==> config.mk <==
export PLATFORM = sky130hd
export DESIGN_NAME = ysyx_24110006_rf_wb_scheduler
export DESIGN_NICKNAME = d
export VERILOG_FILES = /design/src/rtl/ysyx_24110006_rf_wb_scheduler.sv
export SDC_FILE = /design/constraint.sdc
export NUM_CORES = 1
export LEC_CHECK = 0
export CORE_ASPECT_RATIO = 0.75
export CORE_UTILIZATION = 41
export CTS_CLUSTER_DIAMETER = 100
export DETAILED_ROUTE_END_ITERATION = 10
export GPL_ROUTABILITY_DRIVEN = 0
export GPL_TIMING_DRIVEN = 0
export PLACE_DENSITY = 0.77
export SLEW_MARGIN = 0
export SYNTH_ARGS = -nofsm -noshare
export SYNTH_HDL_FRONTEND = slang
export SYNTH_SLANG_ARGS = --single-unit
==> constraint.sdc <==
create_clock -name i_clock -period 1.55 [get_ports i_clock]
set_input_delay 0.155 -clock i_clock [delete_from_list [all_inputs] [get_ports i_clock]]
set_output_delay 0.155 -clock i_clock [all_outputs]
set_load 0.005 [all_outputs]
==> src/rtl/ysyx_24110006_rf_wb_scheduler.sv <==
// Register-file write-port scheduler: round-robin EXU/LSU writeback arbiter, busy scoreboard
// and decode hazard detection. Define RF_BYPASS_EN to forward the in-flight write to decode.
module ysyx_24110006_rf_wb_scheduler #(
    parameter int ADDR_WIDTH = 5,
    parameter int DATA_WIDTH = 32
) (
    input  logic                  i_clock,
    input  logic                  i_reset_n,
    input  logic [1:0]            i_wb_valid,
    input  logic [ADDR_WIDTH-1:0] i_wb_rd0,
    input  logic [DATA_WIDTH-1:0] i_wb_data0,
    input  logic [ADDR_WIDTH-1:0] i_wb_rd1,
    input  logic [DATA_WIDTH-1:0] i_wb_data1,
    output logic [1:0]            o_wb_ready,
    input  logic                  i_issue_valid,
    input  logic [ADDR_WIDTH-1:0] i_issue_rd,
    output logic                  o_issue_ready,
    input  logic [ADDR_WIDTH-1:0] i_raddr1,
    input  logic [ADDR_WIDTH-1:0] i_raddr2,
    output logic                  o_raw_stall,
    output logic                  o_byp1,
    output logic                  o_byp2,
    output logic                  o_wen,
    output logic [ADDR_WIDTH-1:0] o_waddr,
    output logic [DATA_WIDTH-1:0] o_wdata
);

    localparam int NREG = 1 << ADDR_WIDTH;

    logic [NREG-1:0]       busy_q, busy_d;
    logic                  rr_q, rr_d;
    logic                  wen_q, wen_d;
    logic [ADDR_WIDTH-1:0] waddr_q, waddr_d;
    logic [DATA_WIDTH-1:0] wdata_q, wdata_d;
    logic [1:0]            grant;
    logic                  issue_ready;

    // rr_q = 0 prefers R0 when both requesters are valid
    always_comb begin
        grant[0] = i_wb_valid[0] & (~i_wb_valid[1] | ~rr_q);
        grant[1] = i_wb_valid[1] & (~i_wb_valid[0] |  rr_q);
    end

    assign o_wb_ready    = grant;
    assign issue_ready   = (i_issue_rd == '0) | ~busy_q[i_issue_rd];
    assign o_issue_ready = issue_ready;

    always_comb begin
        rr_d    = rr_q;
        wen_d   = 1'b0;
        waddr_d = waddr_q;
        wdata_d = wdata_q;
        busy_d  = busy_q;
        if (&i_wb_valid)
            rr_d = ~rr_q;
        if (grant[0]) begin
            wen_d   = (i_wb_rd0 != '0);
            waddr_d = i_wb_rd0;
            wdata_d = i_wb_data0;
        end else if (grant[1]) begin
            wen_d   = (i_wb_rd1 != '0);
            waddr_d = i_wb_rd1;
            wdata_d = i_wb_data1;
        end
        // Clear lands as the regfile commits; issue to a busy reg is blocked, so no overlap
        if (wen_q)
            busy_d[waddr_q] = 1'b0;
        if (i_issue_valid && issue_ready && (i_issue_rd != '0))
            busy_d[i_issue_rd] = 1'b1;
    end

    always_ff @(posedge i_clock or negedge i_reset_n) begin
        if (!i_reset_n) begin
            busy_q  <= '0;
            rr_q    <= 1'b0;
            wen_q   <= 1'b0;
            waddr_q <= '0;
            wdata_q <= '0;
        end else begin
            busy_q  <= busy_d;
            rr_q    <= rr_d;
            wen_q   <= wen_d;
            waddr_q <= waddr_d;
            wdata_q <= wdata_d;
        end
    end

    assign o_wen   = wen_q;
    assign o_waddr = waddr_q;
    assign o_wdata = wdata_q;

`ifdef RF_BYPASS_EN
    logic byp1, byp2;
    assign byp1 = (i_raddr1 != '0) & wen_q & (waddr_q == i_raddr1);
    assign byp2 = (i_raddr2 != '0) & wen_q & (waddr_q == i_raddr2);
    assign o_byp1 = byp1;
    assign o_byp2 = byp2;
    // A source busy only because of the write now on the port is forwarded instead
    assign o_raw_stall = ((i_raddr1 != '0) & busy_q[i_raddr1] & ~byp1) |
                         ((i_raddr2 != '0) & busy_q[i_raddr2] & ~byp2);
`else
    assign o_byp1 = 1'b0;
    assign o_byp2 = 1'b0;
    assign o_raw_stall = ((i_raddr1 != '0) & busy_q[i_raddr1]) |
                         ((i_raddr2 != '0) & busy_q[i_raddr2]);
`endif

endmodule

==> out/results.env, run 1 <==
DETAILEDROUTE.FIRSTITERATIONVIOLATIONS=407
AREA_GROWTH_SYN_TO_LAYOUT_PCT=54.1
CLOCK-SKEW-FINAL_NS=0.00937
GRT_START_MAX_NET_PINS=72
GRT_PASS1_VIAS=4211
POST-DP-HPWL_UM=9450
AVERAGE_CELL_AREA_AFTER_SYNTHESIS_UM2=9.90
ROUTE.DETAILED.WL_PER_INST_UM=20.2
CP.BUFFERS_INVERTERS=1
SYNTHESIZED_AREA_FRACTION_OCCUPIED_BY_XOR_AND_XNOR_CELLS_PCT=0.223
DR_DRC_COUNT=0
TIGHTEST_PIN_TRANSITION_NS=0.891
WORST_SETUP_PATH_END_KIND='primary output'
FIN_NETS=650
FINALWIRELENGTH_UM=13900
MAIN_COMBINATIONAL_CELL_FAMILY_BY_AREA_AFTER_SYNTHESIS='compound AO/OA/AOI/OAI gates'
TIMING.FINAL.HOLD_VIOLATIONS=0
NUM_ROWS=30
SYNTHMUXAREASHARE_PCT=16.4
CORE_REGION_AREA_UM2=9160
MOST-COMMON-LAYOUT-CELLS='121 x sky130_fd_sc_hd__clkdlybuf4s50_1, 77 x sky130_fd_sc_hd__nor2_1, 70 x sky130_fd_sc_hd__dfrtp_1'
YS_ASYNC_SR_FRACTION_PCT=100
CTSROOTBUFFERMASTER='sky130_fd_sc_hd__clkbuf_16'
LAYOUT-DRIVE-GT1-SHARE_PCT=23.4
IR_WORST_VDD_uV=604
DETAIL-ROUTE-ANTENNA-NETS=0
CRITPATHMAXFANOUT=2
GR-TOTAL-OVERFLOW=0
CTS.SINKS=71
FIN_CRIT_NS=2.28
HOLD_PATH_CLASS='in -> reg'
CP_SLOWEST_CELL='sky130_fd_sc_hd__dfrtp_1'
CLKTRANSATPATHREGS_NS=0.06
DIODE_INSERTION_COUNT_FOR_ANTENNA_REPAIR=0
REPORT.FINAL.SETUP_VIOL=24
REQUIRED_NS=1.39
CRITPATHKIND='reg -> out'
POST_SYNTH_EDFFS=0
RELSLEWSLACK_PCT=40.6
DR.PASS1.ITERS=5
CTS_HTREE_LEVELS=3
FINAL_COMMON_CELL='sky130_fd_sc_hd__clkdlybuf4s50_1'
TRITONCTS.NUM_BUFFERS=9
IOS=138
WORSTPATHCELLLIST='mux2_4 > a222oi_1 > o32a_2 > o41ai_2 > o21ai_1 > buf_2'
FULL_DIE_AREA_UM2=9960
CRITPATHLAUNCHTYPE='register'
SLEW_VIOLATIONS=0
SYNTHADDERAREAFRAC_PCT=0
SYNTH_SEQ_CELLS=71
YS_WARN_COUNT=0
FINAL_WORST_PATH_PERIOD_SHARE_PCT=147
CAP_VIOL_MAX_COUNT=0
ROUTE.VIAS.TOTAL=4114
GLOBAL_ROUTE_WIRE_LENGTH_BEFORE_REPAIR_UM=22100
IO_BUFFER_COUNT=127
POSTSYNTHCELLCOUNT=396
RUN_STATUS='finished, violations left'
DETAIL_ROUTE.VIAS_PER_CELL=5.97
DIE_H_UM=86.7
FMAXACHIEVABLE_MHz=439
WORST_PATH_LARGEST_CELL_DELAY_NS=0.41
SYNTH.LIB_CELLS_USED.DISTINCT=46
WORST_EP_ARRIVAL_TIME_NS=2.12
VIOLATED_CHECKS='negative setup slack'
RSZ0062_AT_GRT='true'
SYNTH_TOP_FLOP_CELL='sky130_fd_sc_hd__dfrtp_1'
SETUP_TNS_NS=-4.13
SYNTH_COMPOUND_GATE_AREA_SHARE_PCT=18.1
FINALCOREUTILIZATION_PCT=66.0
HOLD_SLACK_NS=0.394
FP.DIEW_UM=115
FINAL_CRITICAL_PATH_SETUP_SLACK_NS=-0.726
CTS_TREE='yes'
EFFECTIVE_UTILIZATION_AT_FLOORPLAN_PCT=42.8
POWER_LEAKAGE_nW=2.42
GRT_USAGE_PCT=29.5
GRT_ANTENNA_BEFORE_REPAIR=0
CRITICAL-PATH-TOP-DELAY-FAMILY='compound AO/OA/AOI/OAI gates'
CLOCK_PATH_BUFFERS=2
SYN_AREA_UM2=3920
POWER-PER-CELL-AREA_nW_PER_UM2=1500
SYNTH_SIMPLE_GATE_AREA_SHARE_PCT=15.9
CLOCK_INSERTION_DELAY_WORST_SKEW_NS=0.34
YOSYSSEQAREASHARE_PCT=45.3
FINAL.FILL_COUNT=733
POST-LAYOUT-TOTAL-POWER_mW=9.07
==> path summary, 6_finish.rpt <==
kind | from | end | slack, ns | depth (start not counted)
max in group asynchronous | i_reset_n | rr_q | 0.43 | 2
setup reg to reg | busy_q[19] | busy_q[19] | -0.21 | 6
min in group asynchronous | i_reset_n | o_wdata[31] | 0.49 | 2
setup / recovery | busy_q[19] | o_issue_ready | -0.73 | 6
hold / removal | i_issue_rd[2] | busy_q[31] | 0.39 | 3
hold reg to reg | busy_q[0] | busy_q[0] | 0.50 | 1
==> layer usage <==
metal	wire (um)	track usage (%)
met1	5650	38.6
met2	6550	45.8
met3	1410	10.1
met4	339	10.5
met5	0	0
==> logic make-up after synthesis <==
logic type / after synthesis
buffers and inverters: 32
and+or+nand+nor: 130
DFF: 71
other: 1
AOI/OAI and AO/OA: 124
muxes: 37
xor gates and xnor gates: 1
==> worst min-delay path, stage by stage <==
cell                       delay [ns]
sky130_fd_sc_hd__clkbuf_1        0.21
sky130_fd_sc_hd__nand4b_1        0.25
sky130_fd_sc_hd__o21ai_1         0.07
==> per-stage QoR <==
step / instances / instance area (um^2) / setup slack, ns
after floorplan: 397 / 3940 / -0.0358
after global placement: 652 / 5370 / -2.09
after detailed placement: 652 / 5370 / -1.15
after CTS: 680 / 5900 / -0.676
after global routing: 689 / 6040 / -0.761
final: 689 / 6040 / -0.726
==> final cells by class <==
class                           instances  area (um^2)  share of cell area, %
Multi-Input combinational cell        294         2140                   35.5
Sequential cell                        71         1780                   29.4
Timing Repair Buffer                  150         1450                   24.0
Clock buffer                           10          239                   3.96
Tap cell                              128          160                   2.65
Buffer                                 26          153                   2.53
Clock inverter                          6          108                   1.78
Inverter                                4         15.0                  0.248
==> flip-flops by register name (all words and copies together), names as in the netlist <==
register,cells
busy_q,32
o_waddr,5
o_wdata,32
o_wen,1
rr_q,1
==> power breakdown <==
group / switching, mW / internal, mW / total (mW)
registers: 0.556 / 2.49 / 3.05
logic: 1.60 / 2.01 / 3.61
clock network: 0.808 / 1.61 / 2.42
total: 2.96 / 6.11 / 9.07
==> synth_stat cells (2+ instances only) <==
| library cell | n | area, um^2 |
|---|---|---|
| sky130_fd_sc_hd__a211oi_1 | 3 | 22.5 |
| sky130_fd_sc_hd__a21oi_1 | 8 | 40.0 |
| sky130_fd_sc_hd__buf_1 | 3 | 11.3 |
| sky130_fd_sc_hd__buf_2 | 4 | 20.0 |
| sky130_fd_sc_hd__buf_4 | 3 | 22.5 |
| sky130_fd_sc_hd__clkbuf_1 | 16 | 60.1 |
| sky130_fd_sc_hd__dfrtp_1 | 71 | 1780 |
| sky130_fd_sc_hd__inv_1 | 4 | 15.0 |
| sky130_fd_sc_hd__mux2_2 | 10 | 113 |
| sky130_fd_sc_hd__mux2i_1 | 7 | 70.1 |
| sky130_fd_sc_hd__mux4_1 | 5 | 131 |
| sky130_fd_sc_hd__mux4_2 | 14 | 315 |
| sky130_fd_sc_hd__nand2_1 | 14 | 52.6 |
| sky130_fd_sc_hd__nand2b_1 | 3 | 18.8 |
| sky130_fd_sc_hd__nand3_1 | 6 | 30.0 |
| sky130_fd_sc_hd__nand3b_1 | 8 | 60.1 |
| sky130_fd_sc_hd__nand4b_1 | 2 | 17.5 |
| sky130_fd_sc_hd__nor2_1 | 79 | 297 |
| sky130_fd_sc_hd__nor2b_1 | 3 | 18.8 |
| sky130_fd_sc_hd__nor3b_1 | 2 | 15.0 |
| sky130_fd_sc_hd__o211ai_1 | 2 | 15.0 |
| sky130_fd_sc_hd__o21ai_0 | 63 | 315 |
| sky130_fd_sc_hd__o21ai_1 | 5 | 25.0 |
| sky130_fd_sc_hd__o22ai_1 | 35 | 219 |
| sky130_fd_sc_hd__or3b_2 | 3 | 26.3 |
| sky130_fd_sc_hd__or4_1 | 3 | 22.5 |
==> what timing repair did <==
action | CTS | global route
resized for setup | 58 | 42
setup buffers | 12 | 10
pin swaps | 15 | 13
endpoints found under the hold margin | 64 | 0
setup endpoints to repair | 71 | 64
hold buffers | 1 | 0
cloned | 0 | 0
Power figures use the tool's default switching activity.
==> run 2, diff against run 1 <==
- GPL_TIMING_DRIVEN: 0 -> default
==> out/results.env, run 2 (synthesized netlist as in run 1, its figures left out) <==
RUN_STATUS='finished, violations left'
VIOLATED_CHECKS='negative setup slack'
REPORT.FINAL.SETUP_VIOL=23
HOLD_PATH_CLASS='in -> async'
CRIT-REG2REG-CAPTURE='busy_q[16]'
CLKTRANSATPATHREGS_NS=0.06
GRT_ANTENNA_BEFORE_REPAIR=0
WORST_SETUP_PATH_END_KIND='primary output'
AREA_GROWTH_SYN_TO_LAYOUT_PCT=60.9
CRITPATHKIND='reg -> out'
LAYOUT-DRIVE-GT1-SHARE_PCT=25.4
GR-TOTAL-OVERFLOW=0
ROUTE.DETAILED.WL_PER_INST_UM=19.7
DETAIL-ROUTE-ANTENNA-NETS=0
POWER-PER-CELL-AREA_nW_PER_UM2=1430
CLOCK-SKEW-FINAL_NS=0.00743
FP.DIEW_UM=115
DETAILEDROUTE.FIRSTITERATIONVIOLATIONS=394
POWER_LEAKAGE_nW=2.57
GRT_USAGE_PCT=29.8
CRITPATHLAUNCHTYPE='register'
FINAL_COMMON_CELL='sky130_fd_sc_hd__clkdlybuf4s50_1'
FMAXACHIEVABLE_MHz=456
CLOCK_PATH_BUFFERS=2
REQUIRED_NS=1.39
NUMPLACEDINSTANCES=690
CORE_REGION_AREA_UM2=9160
FINAL.FILL_COUNT=686
FINALINSTANCEAREA_UM2=6310
R2R_SLACK_NS=-0.36
ROUTE.VIAS.TOTAL=4142
POST_LAYOUT_INSTANCE_COUNT_EXCLUDING_FILLER_CELLS=718
RSZ0062_AT_GRT='true'
EFFECTIVE_UTILIZATION_AT_FLOORPLAN_PCT=42.8
IOS=138
CTS_HTREE_LEVELS=3
IO_BUFFER_COUNT=135
TIMING.REG2REG.WORST_PATH_DEPTH=7
REGTOREGSTARTPOINT='busy_q[18]'
CTS.SINKS=71
MOST-COMMON-LAYOUT-CELLS='127 x sky130_fd_sc_hd__clkdlybuf4s50_1, 78 x sky130_fd_sc_hd__nor2_1, 67 x sky130_fd_sc_hd__dfrtp_1'
TIMING.FINAL.HOLD_VIOLATIONS=0
TRITONCTS.NUM_BUFFERS=9
FINAL_CRITICAL_PATH_SETUP_SLACK_NS=-0.643
DPL_CELL_AREA_UM2=5790
WORST_EP_ARRIVAL_TIME_NS=2.04
CTS_TREE='yes'
GRT_START_MAX_NET_PINS=72
NUM_ROWS=30
CAP_VIOL_MAX_COUNT=0
CLOCK_INSERTION_DELAY_WORST_SKEW_NS=0.33
FIN_CRIT_NS=2.19
CRITPATHMAXFANOUT=2
GLOBAL_ROUTE_WIRE_LENGTH_BEFORE_REPAIR_UM=22300
DIODE_INSERTION_COUNT_FOR_ANTENNA_REPAIR=0
SETUP_TNS_NS=-5.41
DETAIL_ROUTE.VIAS_PER_CELL=5.77
SLEW_VIOLATIONS=0
CTSROOTBUFFERMASTER='sky130_fd_sc_hd__clkbuf_16'
DR.PASS1.ITERS=5
FINALWIRELENGTH_UM=14100
DR_DRC_COUNT=0
FULL_DIE_AREA_UM2=9960
GRT_PASS1_VIAS=4273
FINAL_WORST_PATH_PERIOD_SHARE_PCT=142
IR_WORST_VDD_uV=614
FIN_NETS=679
DIE_H_UM=86.7
POST-DP-HPWL_UM=10000
DPL_WORST_SLACK_NS=-1.13
-- run 2: metrics by stage --
stage / hold slack, ns / utilization [%] / total power [mW]
3_5_place_dp: 0.212 / 63.2 / 6.34
3_3_place_gp: 0.204 / 63.2 / 6.21
6_report: 0.380 / 68.9 / 9.01
2_1_floorplan: -0.141 / - / 4.51
5_1_grt: 0.398 / 68.9 / 9.43
4_1_cts: 0.385 / 68.1 / 8.79
-- run 2: worst max path at each step --
stage | from | endpoint | slack, ns | depth (start not counted)
floorplan | i_issue_rd[0] | o_issue_ready | -0.04 | 7
global placement | i_issue_rd[0] | o_issue_ready | -1.05 | 8
detailed placement | i_issue_rd[0] | o_issue_ready | -1.13 | 8
CTS | busy_q[18] | o_issue_ready | -0.65 | 6
global route | busy_q[19] | o_raw_stall | -0.67 | 7
finish | busy_q[18] | o_issue_ready | -0.64 | 6
-- run 2: what timing repair did --
| action | 4_1_cts | 5_1_grt |
|---|---|---|
| gates resized for setup | 53 | 21 |
| hold endpoints to repair | 71 | 0 |
| hold buffers | 1 | 0 |
| setup endpoints to repair | 38 | 33 |
| pin swaps | 14 | 11 |
| buffers inserted | 10 | 2 |
-- run 2: per-layer routing --
metal	GRT usage, %	part of all wire [%]	vias to the layer above
met5	0	0	-
met2	48.9	48	228
met3	9.23	10	30
li1	-	-	1840
met1	37.1	39	2044
met4	10.9	2.1	0
-- run 2: layout make-up --
| cell class | count | area (um^2) | share of cell area (%) |
|---|---|---|---|
| clock inverters | 7 | 87.6 | 1.39 |
| clock buffers | 9 | 225 | 3.57 |
| well taps | 128 | 160 | 2.54 |
| flip-flops and latches | 71 | 1780 | 28.3 |
| inverters | 4 | 15.0 | 0.238 |
| repair buffers | 205 | 1940 | 30.7 |
| multi-input cells | 294 | 2100 | 33.3 |
-- run 2: report_power, final --
| group | leakage (nW) | switching (mW) | internal, mW |
|---|---|---|---|
| sequential | 0.809 | 0.610 | 2.50 |
| combinational | 1.61 | 1.60 | 2.12 |
| clock | 0.155 | 0.799 | 1.40 |
-- run 2: worst max-delay path, stage by stage, from the launching register on --
cell and delay, ns:
sky130_fd_sc_hd__dfrtp_1 0.39, sky130_fd_sc_hd__mux2_4 0.27, sky130_fd_sc_hd__a222oi_1 0.48, sky130_fd_sc_hd__o32a_2 0.24, sky130_fd_sc_hd__o41ai_2 0.07, sky130_fd_sc_hd__o21ai_1 0.12
sky130_fd_sc_hd__buf_2 0.14
